File: src/rtl/softmax_row_sched.sv
// Row scheduler for the three-pass Softmax engine: streams each score row
// three times into the engine, holds its configuration per job, inserts the
// log-pipeline guard gap before the output pass and writes results back.
module softmax_row_sched #(
  parameter int ADDR_W  = 16,
  parameter int LOG2_CH = 10,
  parameter int MAX_CH  = 341,
  parameter int GAP     = 4
) (
  input  logic               clk,
  input  logic               rst,
  input  logic               start,
  input  logic               abort,
  input  logic [LOG2_CH-1:0] cfg_ch,
  input  logic [15:0]        cfg_rows,
  input  logic [3:0]         cfg_scale_in,
  input  logic [3:0]         cfg_scale_out,
  input  logic [ADDR_W-1:0]  cfg_src_base,
  input  logic [ADDR_W-1:0]  cfg_dst_base,
  output logic               busy,
  output logic               done,
  output logic               err,
  output logic               rd_req,
  input  logic               rd_gnt,
  output logic [ADDR_W-1:0]  rd_addr,
  input  logic [7:0]         rd_data,
  output logic               sm_rst_n,
  output logic [LOG2_CH-1:0] sm_ch_in,
  output logic [3:0]         sm_scale_in,
  output logic [3:0]         sm_scale_out,
  output logic [7:0]         sm_data_in,
  output logic               sm_valid_in,
  input  logic [7:0]         sm_data_out,
  input  logic               sm_valid_out,
  output logic               wr_en,
  output logic [ADDR_W-1:0]  wr_addr,
  output logic [7:0]         wr_data
);

  typedef enum logic [2:0] {
    S_IDLE, S_P1, S_P2, S_GAP, S_P3, S_DRAIN, S_FIN
  } state_t;

  localparam logic [LOG2_CH-1:0] MAX_CH_W = LOG2_CH'(MAX_CH);
  localparam logic [LOG2_CH-1:0] ONE_CH   = LOG2_CH'(1);
  localparam logic [7:0]         GAP_LAST = 8'(GAP - 1);

  state_t              state_q, state_d;
  logic [LOG2_CH-1:0]  ch_q, ch_d;
  logic [15:0]         rows_q, rows_d;
  logic [3:0]          sin_q, sin_d, sout_q, sout_d;
  logic [ADDR_W-1:0]   row_base_q, row_base_d, dst_base_q, dst_base_d;
  logic [15:0]         row_cnt_q, row_cnt_d;
  logic [LOG2_CH-1:0]  idx_q, idx_d, oidx_q, oidx_d;
  logic [7:0]          gap_q, gap_d;
  logic                bubble_q, bubble_d;
  logic                err_q, err_d;
  logic                vin_q;
  logic                smrst_q, hold_q;

  logic start_ok_s, cfg_bad_s, in_pass_s, rd_req_s, gnt_s, last_s, wr_en_s;

  assign start_ok_s = (state_q == S_IDLE) && start && !abort;
  assign cfg_bad_s  = (cfg_ch == '0) || (cfg_ch > MAX_CH_W);
  assign in_pass_s  = (state_q == S_P1) || (state_q == S_P2) || (state_q == S_P3);
  // One idle request cycle follows the final grant of every pass.
  assign rd_req_s   = in_pass_s && !bubble_q;
  assign gnt_s      = rd_req_s && rd_gnt;
  assign last_s     = gnt_s && (idx_q == ch_q - ONE_CH);
  // Engine results are only meaningful while the output pass is in flight.
  assign wr_en_s    = sm_valid_out && ((state_q == S_P3) || (state_q == S_DRAIN));

  // Next-state, configuration latch and row/element bookkeeping.
  always_comb begin
    state_d    = state_q;
    ch_d       = ch_q;
    rows_d     = rows_q;
    sin_d      = sin_q;
    sout_d     = sout_q;
    row_base_d = row_base_q;
    dst_base_d = dst_base_q;
    row_cnt_d  = row_cnt_q;
    idx_d      = idx_q;
    oidx_d     = oidx_q;
    gap_d      = gap_q;
    bubble_d   = 1'b0;
    err_d      = err_q;
    case (state_q)
      S_IDLE: begin
        if (start_ok_s) begin
          ch_d       = cfg_ch;
          rows_d     = cfg_rows;
          sin_d      = cfg_scale_in;
          sout_d     = cfg_scale_out;
          row_base_d = cfg_src_base;
          dst_base_d = cfg_dst_base;
          row_cnt_d  = 16'd0;
          idx_d      = '0;
          oidx_d     = '0;
          err_d      = cfg_bad_s;
          if (cfg_bad_s || (cfg_rows == 16'd0)) begin
            state_d = S_FIN;
          end else begin
            state_d = S_P1;
          end
        end else begin
          state_d = S_IDLE;
        end
      end
      S_P1, S_P2, S_P3: begin
        if ((state_q == S_P3) && wr_en_s) begin
          oidx_d = oidx_q + ONE_CH;
        end else begin
          oidx_d = oidx_q;
        end
        if (last_s) begin
          idx_d = '0;
          if (state_q == S_P1) begin
            state_d  = S_P2;
            bubble_d = 1'b1;
          end else if (state_q == S_P2) begin
            state_d = S_GAP;
            gap_d   = 8'd0;
          end else begin
            state_d = S_DRAIN;
          end
        end else if (gnt_s) begin
          idx_d = idx_q + ONE_CH;
        end else begin
          idx_d = idx_q;
        end
      end
      S_GAP: begin
        if (gap_q == GAP_LAST) begin
          state_d = S_P3;
        end else begin
          gap_d = gap_q + 8'd1;
        end
      end
      S_DRAIN: begin
        if (wr_en_s && (oidx_q == ch_q - ONE_CH)) begin
          oidx_d = '0;
          if (row_cnt_q == rows_q - 16'd1) begin
            state_d = S_FIN;
          end else begin
            state_d    = S_P1;
            row_cnt_d  = row_cnt_q + 16'd1;
            row_base_d = row_base_q + ADDR_W'(ch_q);
            dst_base_d = dst_base_q + ADDR_W'(ch_q);
          end
        end else if (wr_en_s) begin
          oidx_d = oidx_q + ONE_CH;
        end else begin
          oidx_d = oidx_q;
        end
      end
      S_FIN: begin
        state_d = S_IDLE;
      end
      default: begin
        state_d = S_IDLE;
      end
    endcase
    if (abort && (state_q != S_IDLE)) begin
      state_d  = S_IDLE;
      idx_d    = '0;
      oidx_d   = '0;
      gap_d    = 8'd0;
      bubble_d = 1'b0;
    end else begin
      bubble_d = bubble_d;
    end
  end

  // Scheduler state and latched job configuration.
  always_ff @(posedge clk) begin
    if (rst) begin
      state_q    <= S_IDLE;
      ch_q       <= '0;
      rows_q     <= 16'd0;
      sin_q      <= 4'd0;
      sout_q     <= 4'd0;
      row_base_q <= '0;
      dst_base_q <= '0;
      row_cnt_q  <= 16'd0;
      idx_q      <= '0;
      oidx_q     <= '0;
      gap_q      <= 8'd0;
      bubble_q   <= 1'b0;
      err_q      <= 1'b0;
    end else begin
      state_q    <= state_d;
      ch_q       <= ch_d;
      rows_q     <= rows_d;
      sin_q      <= sin_d;
      sout_q     <= sout_d;
      row_base_q <= row_base_d;
      dst_base_q <= dst_base_d;
      row_cnt_q  <= row_cnt_d;
      idx_q      <= idx_d;
      oidx_q     <= oidx_d;
      gap_q      <= gap_d;
      bubble_q   <= bubble_d;
      err_q      <= err_d;
    end
  end

  // Engine beat strobe and engine reset stretcher (two cycles after abort).
  always_ff @(posedge clk) begin
    if (rst) begin
      vin_q   <= 1'b0;
      smrst_q <= 1'b0;
      hold_q  <= 1'b0;
    end else begin
      vin_q <= gnt_s && !abort;
      if (abort && (state_q != S_IDLE)) begin
        smrst_q <= 1'b0;
        hold_q  <= 1'b1;
      end else if (hold_q) begin
        smrst_q <= 1'b0;
        hold_q  <= 1'b0;
      end else begin
        smrst_q <= 1'b1;
        hold_q  <= 1'b0;
      end
    end
  end

  assign busy         = (state_q != S_IDLE);
  assign done         = (state_q == S_FIN);
  assign err          = err_q;
  assign rd_req       = rd_req_s;
  assign rd_addr      = rd_req_s ? (row_base_q + ADDR_W'(idx_q)) : '0;
  assign sm_rst_n     = smrst_q;
  assign sm_ch_in     = ch_q;
  assign sm_scale_in  = sin_q;
  assign sm_scale_out = sout_q;
  assign sm_valid_in  = vin_q;
  assign sm_data_in   = vin_q ? rd_data : 8'h00;
  assign wr_en        = wr_en_s;
  assign wr_addr      = wr_en_s ? (dst_base_q + ADDR_W'(oidx_q)) : '0;
  assign wr_data      = wr_en_s ? sm_data_out : 8'h00;

endmodule

File: config.mk
export PLATFORM = sky130hd
export DESIGN_NAME = softmax_row_sched
export DESIGN_NICKNAME = d
export VERILOG_FILES = /design/src/rtl/softmax_row_sched.sv
export SDC_FILE = /design/constraint.sdc
export NUM_CORES = 1
export LEC_CHECK = 0
export ABC_AREA = 1
export BUFFER_PORTS_ARGS = -buffer_cell sky130_fd_sc_hd__buf_2
export CORE_AREA = 5 5 133 135
export DETAILED_ROUTE_END_ITERATION = 10
export DIE_AREA = 0 0 138 140
export PLACE_DENSITY = 0.81
export SYNTH_ARGS = -nofsm -noshare
export SYNTH_HDL_FRONTEND = slang
export SYNTH_SLANG_ARGS = --single-unit
File: constraint.sdc
create_clock -name clk -period 2.99 [get_ports clk]
set_clock_uncertainty 0.2 [all_clocks]
set_input_delay 0.4485 -clock clk [delete_from_list [all_inputs] [get_ports clk]]
set_output_delay 0.4485 -clock clk [all_outputs]
set_load 0.1 [all_outputs]
==> reports/qor_table.md <==
| Parameter | This run | Unit |
|---|---|---|
| Result of the run | finished, violations left | - |
| Violated checks | setup timing | - |
| Root buffer selected by CTS | clkbuf_16 | - |
| Hold violation count in the final report | 0 | - |
| Most used flip-flop cell after synthesis | dfxtp_1 | - |
| Cell area after placement | 0.0108 | mm² |
| TritonCTS buffer count | 17 | - |
| Register bit count reported by yosys | 118 | - |
| Width of the die | 138 | µm |
| H-Tree Depth | 4 | - |
| Average vias per placed instance | 5.56 | - |
| Placeable Area | 0.0163 | mm² |
| Worst-case headroom to the max-slew limit | 56.0 | % |
| Asr flop ratio synth | 0 | % |
| Reported max-cap violation count | 0 | - |
| RSZ-0062 raised after global routing | true | - |
| Static leakage | 0.00542 | µW |
| Power per standard cell area | 711 | mW/mm² |
| Floorplan die height | 140 | µm |
| Overall die area | 0.0193 | mm² |
| Count of boundary I/O pins | 161 | - |
| Input/output buffers | 160 | - |
| Non-filler instance count after layout | 1919 | - |
| Fraction of layout cells with a size suffix above 1 | 23.3 | % |
| Maximum clock insertion buffer count | 2 | - |
| Arrival time of data at the critical path endpoint | 2.38 | ns |
| Leading cell type in the layout, fill and taps excluded | nand2_1 | - |
| Gpl congestion | 0.968 | - |
| Cts-stage hold buffer count | 0 | - |
| Crit path setup slack, layout | -0.0408 | ns |
| Maximum fanout along the worst path | 4 | - |
| Critical Path End Type | output port | - |
| Post-layout util | 74.2 | % |
| Worst-Skew Late Latency | 0.43 | ns |
| Via count | 10700 | - |
| Final wirelength | 30.7 | mm |
| Post-Layout Inst Area | 0.0121 | mm² |
| Global-route wire length before repair | 48.6 | mm |
| Worst path slowest cell | dfxtp_4 | - |
| Start-to-end type of the worst setup path | flip-flop to output port | - |
| Required time of the worst setup path | 2.34 | ns |
| 1st-iter DRT viols | 794 | - |
| Total global routing overflow | 0 | - |
| Actual slew at the worst max-slew pin | 0.660 | ns |
| Number of flops mapped to enable cells by yosys | 0 | - |
| YS warnings | 0 | - |
| Drt drc | 0 | - |
| Highest-count cells in the layout ignoring fill and taps | nand2_1, nor2_1, inv_1 | - |
| Clock input transition at the sequential cells of the worst setup and hold paths | 0.06 | ns |
| Crit path time final | 3.03 | ns |
| Rows | 47 | - |
| Initial core utilization | 56.6 | % |
| Pin count of the biggest net entering global routing | 54 | - |
| Cell Chain, Critical Path | ha_4 > nand3_2 > nand2_2 > nand4_1 > nand2_2 > a31oi_4 > o21ai_4 > buf_6 > o21ai_4 > a21oi_4 > buf_12 | - |
| Placement Setup Slack | 0.0685 | ns |
| Hold crit path type | input pin to flip-flop | - |
| Mapped Nets | 1646 | - |
| Endpoints failing setup | 2 | - |
| Peak clock frequency supported by timing | 0.330 | GHz |
| Average instance area after synthesis | 6.13 | µm² |
| Crit path launch type | flip-flop | - |
| Highest cell delay on the worst timing path | 0.36 | ns |
| Number of distinct library cells after synthesis | 42 | - |
| Clock sinks | 118 | - |
| Count of inserted antenna diode cells | 0 | - |
| Number of buffers and inverters on the critical path | 2 | - |
| Residual antenna-violating net count after detailed routing | 0 | - |
| Number of placed instances, taps included | 1872 | - |
| CTS tree | yes | - |
| Total iterations of the first detailed-routing run | 8 | - |
| Post-synthesis instance total | 1508 | - |
| Final worst-path cycle share | 101 | % |
| Average routed wire per standard cell | 16.0 | µm |
| Gr usage total | 30.3 | % |
| Delay-heaviest family, CP | compound AO/OA/AOI/OAI gates | - |
| Vias in the first global route | 9992 | - |
| Number of antenna violations at the first check in global routing | 2 | - |
| Mapped Area | 0.00925 | mm² |
| Count of pins over their slew limit | 0 | - |
| Max IR drop VDD | 601 | µV |
| Layout-stage area growth over the synthesis result | 31.3 | % |
| Layout Nets | 1824 | - |
| Post-detail-place hpwl | 22.3 | mm |
| Proportion of synthesized chip area in sequential cells | 25.6 | % |
-- where the power goes --
part | internal, µW | leakage, µW | switching [µW] | total, µW
sequential | 1810 | 0.000977 | 351 | 2160
clock | 1430 | 0.000308 | 820 | 2250
combinational | 1200 | 0.00413 | 3020 | 4220
total | 4430 | 0.00542 | 4190 | 8620
-- timing repair --
action | CTS | global route
pin swaps | 14 | 28
setup buffers | 8 | 7
resized for setup | 82 | 63
setup endpoints to repair | 18 | 27
-- tightest hold or removal path, delay by kind of cell --
| family | cells | cell delay [ns] |
|---|---|---|
| buffers and inverters | 1 | 0.07 |
| and+or+nand+nor | 2 | 0.11 |
-- routing by layer --
layer,GRT usage [%],share of wire [%],up-vias
met4,13.3,4.3,4
met1,35.0,39,4829
met3,5.45,6.9,98
met5,0,0.10,-
met2,54.6,50,447
li1,-,-,5286
-- kinds of logic (layout without fill, tap and decap cells) --
group	after synthesis	in the layout	share of synthesized area (%)
xor gates and xnor gates	58	58	5.49
buffers and inverters	214	405	9.45
DFF	118	118	25.6
and+or+nand+nor	801	801	37.2
adders and majority gates	50	50	7.09
AOI/OAI and AO/OA	267	267	15.2
-- per-stage QoR --
step / setup TNS (ns) / power, µW / hold slack, ns
floorplan: -1.41 / 5190 / 0.168
global placement: 0 / 6090 / 0.179
detailed placement: 0 / 6140 / 0.177
CTS: 0 / 8460 / 0.0447
global route: -0.660 / 9120 / 0.0629
finish: -0.0488 / 8620 / 0.0456
-- cell type report --
type,instances,area (µm²)
Clock inverter,14,198
Multi-Input combinational cell,1176,6660
Tap cell,220,275
Timing Repair Buffer,207,1520
Clock buffer,18,439
Inverter,166,627
Sequential cell,118,2410
Fill cell,1340,4210
-- Yosys cell counts, drive strengths merged (2+ instances only) --
library cell	count	share of area (%)
clkbuf	29	1.2
nor3	23	1.3
nor2	195	8.3
inv	165	6.7
nand3	161	8.9
nand3b	10	0.81
a21oi	146	7.9
nor3b	3	0.24
o21ai	98	5.5
o21bai	10	0.81
o21a	3	0.24
ha	46	6.2
buf	19	1.5
a31oi	2	0.14
nand4	10	0.68
or2	5	0.34
o2111ai	2	0.19
dfxtp	118	26
xnor2	13	1.2
xor2	45	4.3
a211oi	2	0.16
nand2	384	16
o211ai	2	0.16
nor4	9	0.61
fa	4	0.87
-- path summary, 6_finish.rpt --
kind              startpoint             end  slack (ns)  depth (start not counted)
max            dst_base_q[2]     wr_addr[11]       -0.04                         11
min          cfg_scale_in[2]  sm_scale_in[2]        0.05                          3
max reg2reg      sm_ch_in[1]  dst_base_q[10]        0.11                         12
min reg2reg           hold_q        sm_rst_n        0.19                          1
-- state kept, by name (all words and copies together) (netlist names), 3 cells and up --
| register | flops |
|---|---|
| dst_base_q | 16 |
| gap_q | 8 |
| idx_q | 10 |
| oidx_q | 10 |
| row_base_q | 16 |
| row_cnt_q | 16 |
| rows_q | 16 |
| sm_ch_in | 10 |
| sm_scale_in | 4 |
| sm_scale_out | 4 |
| state_q | 3 |
Power figures use the tool's default switching activity.
